[src/rtl/controle_jogo.sv]
// Game flow controller: start, launch delay, pause, ball loss, lives and score.
// Every output is a register loaded from the next-state logic.
module controle_jogo #(
  parameter int VIDAS_INICIAIS    = 3,
  parameter int ESPERA_QUADROS    = 60,
  parameter int PONTOS_POR_ACERTO = 1
) (
  input  logic       CLOCK_50,
  input  logic       reset,
  input  logic       tecla_iniciar,
  input  logic       tecla_pausa,
  input  logic       tick_quadro,
  input  logic       bola_perdida,
  input  logic       inimigo_atingido,
  output logic [2:0] estado,
  output logic       pausa,
  output logic       reiniciarJogo,
  output logic       iniciarBola,
  output logic [1:0] vidas,
  output logic [9:0] pontos,
  output logic       game_over
);

  typedef enum logic [2:0] {
    OCIOSO       = 3'd0,
    PREPARA      = 3'd1,
    JOGANDO      = 3'd2,
    PAUSADO      = 3'd3,
    BOLA_PERDIDA = 3'd4,
    FIM          = 3'd5
  } estado_t;

  localparam logic [1:0]  VI   = 2'(VIDAS_INICIAIS);
  localparam logic [8:0]  ESP  = 9'(ESPERA_QUADROS);
  localparam logic [10:0] PTS  = 11'(PONTOS_POR_ACERTO);
  localparam logic [10:0] PMAX = 11'd999;

  estado_t    st, st_n;
  logic       ini_q, pau_q;
  logic       ini_ev, pau_ev;
  logic [7:0] cnt, cnt_n;
  logic [8:0] cnt_inc;
  logic [10:0] soma;
  logic [1:0] vidas_n;
  logic [9:0] pontos_n;
  logic       rj_n, ib_n;

  assign ini_ev  = tecla_iniciar & ~ini_q;
  assign pau_ev  = tecla_pausa & ~pau_q;
  assign cnt_inc = {1'b0, cnt} + 9'd1;
  assign soma    = {1'b0, pontos} + PTS;
  assign estado  = st;

  always_comb begin
    st_n     = st;
    cnt_n    = cnt;
    vidas_n  = vidas;
    pontos_n = pontos;
    rj_n     = 1'b0;
    ib_n     = 1'b0;
    case (st)
      OCIOSO, FIM: begin
        if (ini_ev) begin
          st_n     = PREPARA;
          rj_n     = 1'b1;
          vidas_n  = VI;
          pontos_n = '0;
          cnt_n    = '0;
        end
      end
      PREPARA: begin
        if (tick_quadro) begin
          cnt_n = cnt_inc[7:0];
          if (cnt_inc >= ESP) begin
            st_n = JOGANDO;
            ib_n = 1'b1;
          end
        end
      end
      JOGANDO: begin
        if (inimigo_atingido)
          pontos_n = (soma > PMAX) ? PMAX[9:0] : soma[9:0];
        // Losing the ball outranks a simultaneous pause request
        if (bola_perdida)
          st_n = BOLA_PERDIDA;
        else if (pau_ev)
          st_n = PAUSADO;
      end
      PAUSADO: begin
        if (pau_ev)
          st_n = JOGANDO;
      end
      BOLA_PERDIDA: begin
        vidas_n = vidas - 2'd1;
        cnt_n   = '0;
        st_n    = (vidas == 2'd1) ? FIM : PREPARA;
      end
      default: st_n = OCIOSO;
    endcase
  end

  always_ff @(posedge CLOCK_50 or posedge reset) begin
    if (reset) begin
      st            <= OCIOSO;
      ini_q         <= 1'b1;
      pau_q         <= 1'b1;
      cnt           <= '0;
      vidas         <= VI;
      pontos        <= '0;
      pausa         <= 1'b1;
      reiniciarJogo <= 1'b0;
      iniciarBola   <= 1'b0;
      game_over     <= 1'b0;
    end else begin
      st            <= st_n;
      ini_q         <= tecla_iniciar;
      pau_q         <= tecla_pausa;
      cnt           <= cnt_n;
      vidas         <= vidas_n;
      pontos        <= pontos_n;
      pausa         <= (st_n != JOGANDO);
      reiniciarJogo <= rj_n;
      iniciarBola   <= ib_n;
      game_over     <= (st_n == FIM);
    end
  end

endmodule

[config.mk]
export PLATFORM = sky130hd
export DESIGN_NAME = controle_jogo
export DESIGN_NICKNAME = d
export VERILOG_FILES = /design/src/rtl/controle_jogo.sv
export SDC_FILE = /design/constraint.sdc
export NUM_CORES = 1
export LEC_CHECK = 0
export CAP_MARGIN = 20
export CORE_AREA = 2 2 72 74
export DETAILED_ROUTE_END_ITERATION = 6
export DIE_AREA = 0 0 74 76
export PLACE_DENSITY = 0.7
export RECOVER_POWER = 100
export SYNTH_ARGS = -nofsm -noshare
export SYNTH_HDL_FRONTEND = slang
export SYNTH_SLANG_ARGS = --single-unit
[constraint.sdc]
create_clock -name CLOCK_50 -period 1.93 [get_ports CLOCK_50]
set_input_delay 0.193 -clock CLOCK_50 [delete_from_list [all_inputs] [get_ports CLOCK_50]]
set_output_delay 0.193 -clock CLOCK_50 [all_outputs]
set_load 0.02 [all_outputs]
After elaboration in Yosys (flattened, before gate mapping)
Cells that the tools add are included.
W data, S select, Z words.
{ "word_totals": {"reg_bits": 29, "input_bits": 7, "word_cells": 60, "out_inout_bits": 19} }
{ "op_classes": {"n_lt_le_gt_ge": 2, "n_bitwise": 4, "n_reduce_logical": 8, "n_addsub": 3, "eq_ne": 11, "mux": 22} }
{ "ops": {"columns": ["cell", "count"], "rows": [
  ["$mux W10", 3],
  ["$pmux W8 S3", 1],
  ["$mux W3", 7],
  ["$pmux W10 S2", 1],
  ["$mux W8", 2],
  ["$pmux W3 S5", 1],
  ["$add A10 B1 Y11 const B", 1],
  ["$gt A11 B10 Y1 const B", 1],
  ["$add A8 B1 Y9 const B", 1],
  ["$eq A3 B3 Y1 const B", 3],
  ["$ge A9 B6 Y1 const B", 1],
  ["$eq A3 B2 Y1 const B", 2],
  ["$ne A2 B2 Y1 const B", 3],
  ["$reduce_and A3 Y1", 2],
  ["$mux W1", 5],
  ["$pmux W2 S2", 1],
  ["$reduce_bool A2 Y1", 2],
  ["$eq A3 B1 Y1 const B", 1],
  ["$logic_not A3 Y1", 1],
  ["$ne A3 B2 Y1 const B", 1],
  ["$reduce_bool A3 Y1", 1],
  ["$and A1 B1 Y1", 2],
  ["$eq A2 B1 Y1 const B", 1],
  ["$mux W2", 1],
  ["4 further kinds", 5]
]} }

Longest topological paths before layout
{ "depth": {"word_depth": 6, "depth_mapped": 8, "depth_no_buf": 8} }

Least setup slack after synthesis
No wires, ideal clock.
{ "synth_timing": {"path_kind": "register to register", "start": "reg pontos[0]", "end": "reg pontos[0]", "setup_ps": 124, "period_less_slack_ps": 1902, "stages_incl_launch_ff": 9, "path_buffers": 1, "arrival_time_ps": 1778, "setup_slack_ps": 28, "required_time_ps": 1806, "path_cell_list": "dfrtp_1 ha_1 buf_2 nand3_1 a21oi_1 o22ai_2 nand2_2 a211oi_2 a211o_1"} }
{ "synth_via": {"elab_chain_len": 5} }
{ "synth_lines": {"columns": ["element", "line_no", "rtl"], "rows": [
  ["start: declaration", "20", "output logic [9:0] pontos,"],
  ["start signal: assignment", "120", "pontos <= pontos_n;"],
  ["$add A10 B1 Y11 *", "51", "assign soma = {1'b0, pontos} + PTS;"],
  ["$gt A11 B10 Y1", "82", "pontos_n = (soma > PMAX) ? PMAX[9:0] : soma[9:0];"],
  ["$mux W10 *", "82", null],
  ["$mux W10 *", "81", "if (inimigo_atingido)"],
  ["$pmux W10 S2 *", "61", "case (st)"]
]} }
Mark *: on every way between the ends. The rest lies on a longest branch, timed or not. The select of a mux whose other input is x is not followed.
A chain may end at the register's enable or synchronous reset.

Final worst setup path
{ "layout_timing": {"start": "reg pontos[1]", "end": "reg pontos[2]"} }
The elaborated chain is that of the path after synthesis.

==> impl_metrics.py <==
metrics = {
    "placement": {
        "place_congestion": 0.9288,
        "place_hpwl_um": 2985,
        "port_buffers": 25,
    },
    "yosys": {
        "ys_warn_count": 0,
        "synth_edf_count": 0,
        "synth_area_per_cell_um2": 8.746,
        "syn-cell-area_mm2": 0.001793,
        "async_flop_share": 1.000,
        "ys_seq_area_frac": 0.4082,
        "synth_top_flop_cell": "dfrtp_1",
        "syn_nets": 217,
        "yosysUniqueCellTypes": 52,
        "syn_inst": 205,
        "ys_ff_latch": 29,
    },
    "setup_path": {
        "max_stage_delay_ns": 0.44,
        "required_ns": 2.09,
        "cp-start-kind": "register",
        "slowest_stage": "dfrtp_2",
        "critPathMaxFanout": 6,
        "end_kind": "register",
        "crit_arrival_ns": 1.99,
        "worstPathCellList": "buf_4 > nand4_1 > buf_4 > o32ai_2 > a32o_1 > nand2_2 > a211oi_4 > a211o_1",
        "crit_type": "reg2reg",
        "cpMostUsedCell": "buf_4",
    },
    "timing": {
        "setup_violations": 0,
        "drv_slew": 0,
        "relSlewSlack": 0.5303,
        "holdWs_ns": 0.4875,
        "rsz0062_at_grt": "false",
        "period_share": 0.9489,
        "hold_viol_final": 0,
        "fin_skew_ns": 0.006724,
        "fmax_ghz": 0.5461,
        "post-route-min-period_ns": 1.831,
        "tightestPinTransition_ns": 0.7046,
    },
    "clock_network": {
        "clk_pin_slew_ns": 0.06,
        "cts_tree": "yes",
        "h-tree-depth": 2,
        "clock_sinks": 29,
        "cts-root-buf": "clkbuf_8",
        "clk_latency_ns": 0.28,
        "clock_path_buffers": 2,
        "cts_buffers": 5,
    },
    "global_route": {
        "grt_max_degree": 30,
        "track_usage": 0.1579,
        "gr-total-overflow": 0,
        "antenna_found_initial": 0,
        "grt_pass1_wl_um": 7044,
        "grt_pass1_vias": 1526,
    },
    "drt": {
        "drt_wl_total_um": 4138,
        "via_per_inst": 5.200,
        "wire_per_inst_um": 12.93,
        "initialDrtViolationCount": 91,
        "final_antenna_net_count": 0,
        "route.vias.total": 1664,
        "drc_errors": 0,
        "drtPass1Iterations": 4,
    },
    "power_and_ir_drop": {
        "power-per-cell-area_mw_per_mm2": 686.4,
        "p_leak_nw": 1.019,
        "peakVddDrop_uv": 535.3,
    },
    "cells_and_area": {
        "n_antenna_cell": 0,
        "area_growth_syn_to_layout_pct": 31.96,
        "nets": 261,
        "fill_cells": 500,
        "drive_gt1_frac": 0.1800,
        "finish.utilization": 0.4817,
    },
    "die": {
        "die_width_um": 74,
        "coreArea_mm2": 0.004912,
        "fp-row-count": 26,
        "pin_count": 26,
        "die-height_um": 76,
        "initial_core_util": 0.3650,
        "dieArea_mm2": 0.005624,
    },
    "status": {
        "outcome": "completed",
    },
    "flow_run": {
        "drv_cap": 0,
    },
    "hold_path": {
        "hp-class": "in2reg",
    },
}
==> routing by layer <==
layer / up-vias / GRT usage / share of wire
met2: 33 / 0.2366 / 0.47
met4: 0 / 0.05818 / 0.013
met1: 778 / 0.2205 / 0.48
met5: - / 0 / 0
met3: 7 / 0.03704 / 0.037
li1: 846 / - / -
==> logic make-up after synthesis <==
group	after synthesis	share of synthesized area
XOR/XNOR	1	0.004886
flip-flops	29	0.4082
AND/OR/NAND/NOR	91	0.2645
buffers and inverters	18	0.04397
adder cells (fa/ha/maj)	5	0.03489
AO/OA/AOI/OAI	59	0.2324
multiplexers	2	0.01117
==> cell usage after synthesis (2+ instances only) <==
cell type,number,area (um^2)
o32a_1,2,20.02
nor2_1,23,86.33
inv_1,6,22.52
and3_1,5,31.28
a21oi_1,7,35.03
nor2b_1,4,25.02
nand3_1,7,35.03
clkbuf_1,3,11.26
and2_1,3,18.77
mux2i_1,2,20.02
nand2b_1,8,50.05
o21ai_1,10,50.05
dfstp_2,5,131.4
a211o_1,3,26.28
nand4_1,3,18.77
o21ai_0,10,50.05
o31ai_1,2,15.01
o2111ai_1,2,17.52
nand3b_1,3,22.52
ha_1,5,62.56
nand2_1,19,71.32
nor3_1,6,30.03
o32ai_1,2,17.52
a32o_1,3,30.03
a31oi_1,2,12.51
a211oi_1,3,22.52
nor3b_1,2,15.01
inv_2,2,7.510
o311ai_0,2,17.52
buf_2,6,30.03
dfrtp_1,24,600.6
==> cells in the final DEF (no fill, tap or decap), types with 5 or more instances in the layout <==
cell              n
a21oi_1           7
and3_1            5
buf_4            19
clkbuf_8          7
clkdlybuf4s50_1   6
dfrtp_1          23
dfstp_2           5
dlygate4sd3_1    19
inv_1             6
nand2_1          19
nand2b_1          8
nand3_1           7
nor2_1           23
nor3_1            5
o21ai_0          15
o21ai_1           5
==> registers in the layout, indices dropped and copies added, names as in the netlist <==
register,flops
vidas,2
cnt,8
pausa,1
estado,3
pau_q,1
pontos,10
reiniciarJogo,1
game_over,1
iniciarBola,1
ini_q,1
==> where the power goes <==
part           switching (mW)  internal (mW)
clock network           0.218          0.321
registers              0.0478          0.659
logic                   0.200          0.178
==> final timing paths <==
check                                 end  cells after the start        start  slack, ns
worst max-delay path            pontos[2]                      8    pontos[1]        0.1
worst min-delay path                pau_q                      1  tecla_pausa       0.49
worst max register to register  pontos[2]                      8    pontos[1]        0.1
worst min register to register     cnt[5]                      1       cnt[5]       0.50
max in group asynchronous       pontos[1]                      3        reset       0.88
min in group asynchronous       pontos[6]                      3        reset       0.55
==> layout make-up <==
cell class,instances,area (um^2),share of cell area
clock buffers,7,96.34,0.04072
clock inverters,1,5.005,0.002115
inverters,8,30.03,0.01269
multi-input cells,158,1008,0.4262
flip-flops and latches,29,733.2,0.3099
well taps,70,87.58,0.03702
repair buffers,47,405.4,0.1713
==> worst max-delay path, delay by kind of cell, from the launching register on <==
family	cells	cell delay (ns)
compound gates	4	0.68
buf+inv	2	0.32
flops	1	0.44
simple gates	2	0.26
==> repair_timing <==
action	in CTS	in global routing
buffers inserted	0	2
setup endpoints to repair	0	9
hold buffers	0	0
gates resized for setup	0	7
==> per-stage QoR <==
stage | instances | setup TNS (ns) | power (mW) | setup WS (ns) | area (um^2)
after floorplan | 205 | 0 | 0.9391 | 0.02770 | 1793
after global routing | 320 | 0 | 1.738 | 0.001225 | 2366
after global placement | 310 | 0 | 1.068 | 0.05939 | 2232
after CTS | 318 | 0 | 1.631 | 0.002859 | 2333
after detailed placement | 310 | -0.01135 | 1.074 | -0.01135 | 2232
final | 320 | 0 | 1.624 | 0.09867 | 2366
Note: power is estimated with default switching activity, not from simulation.
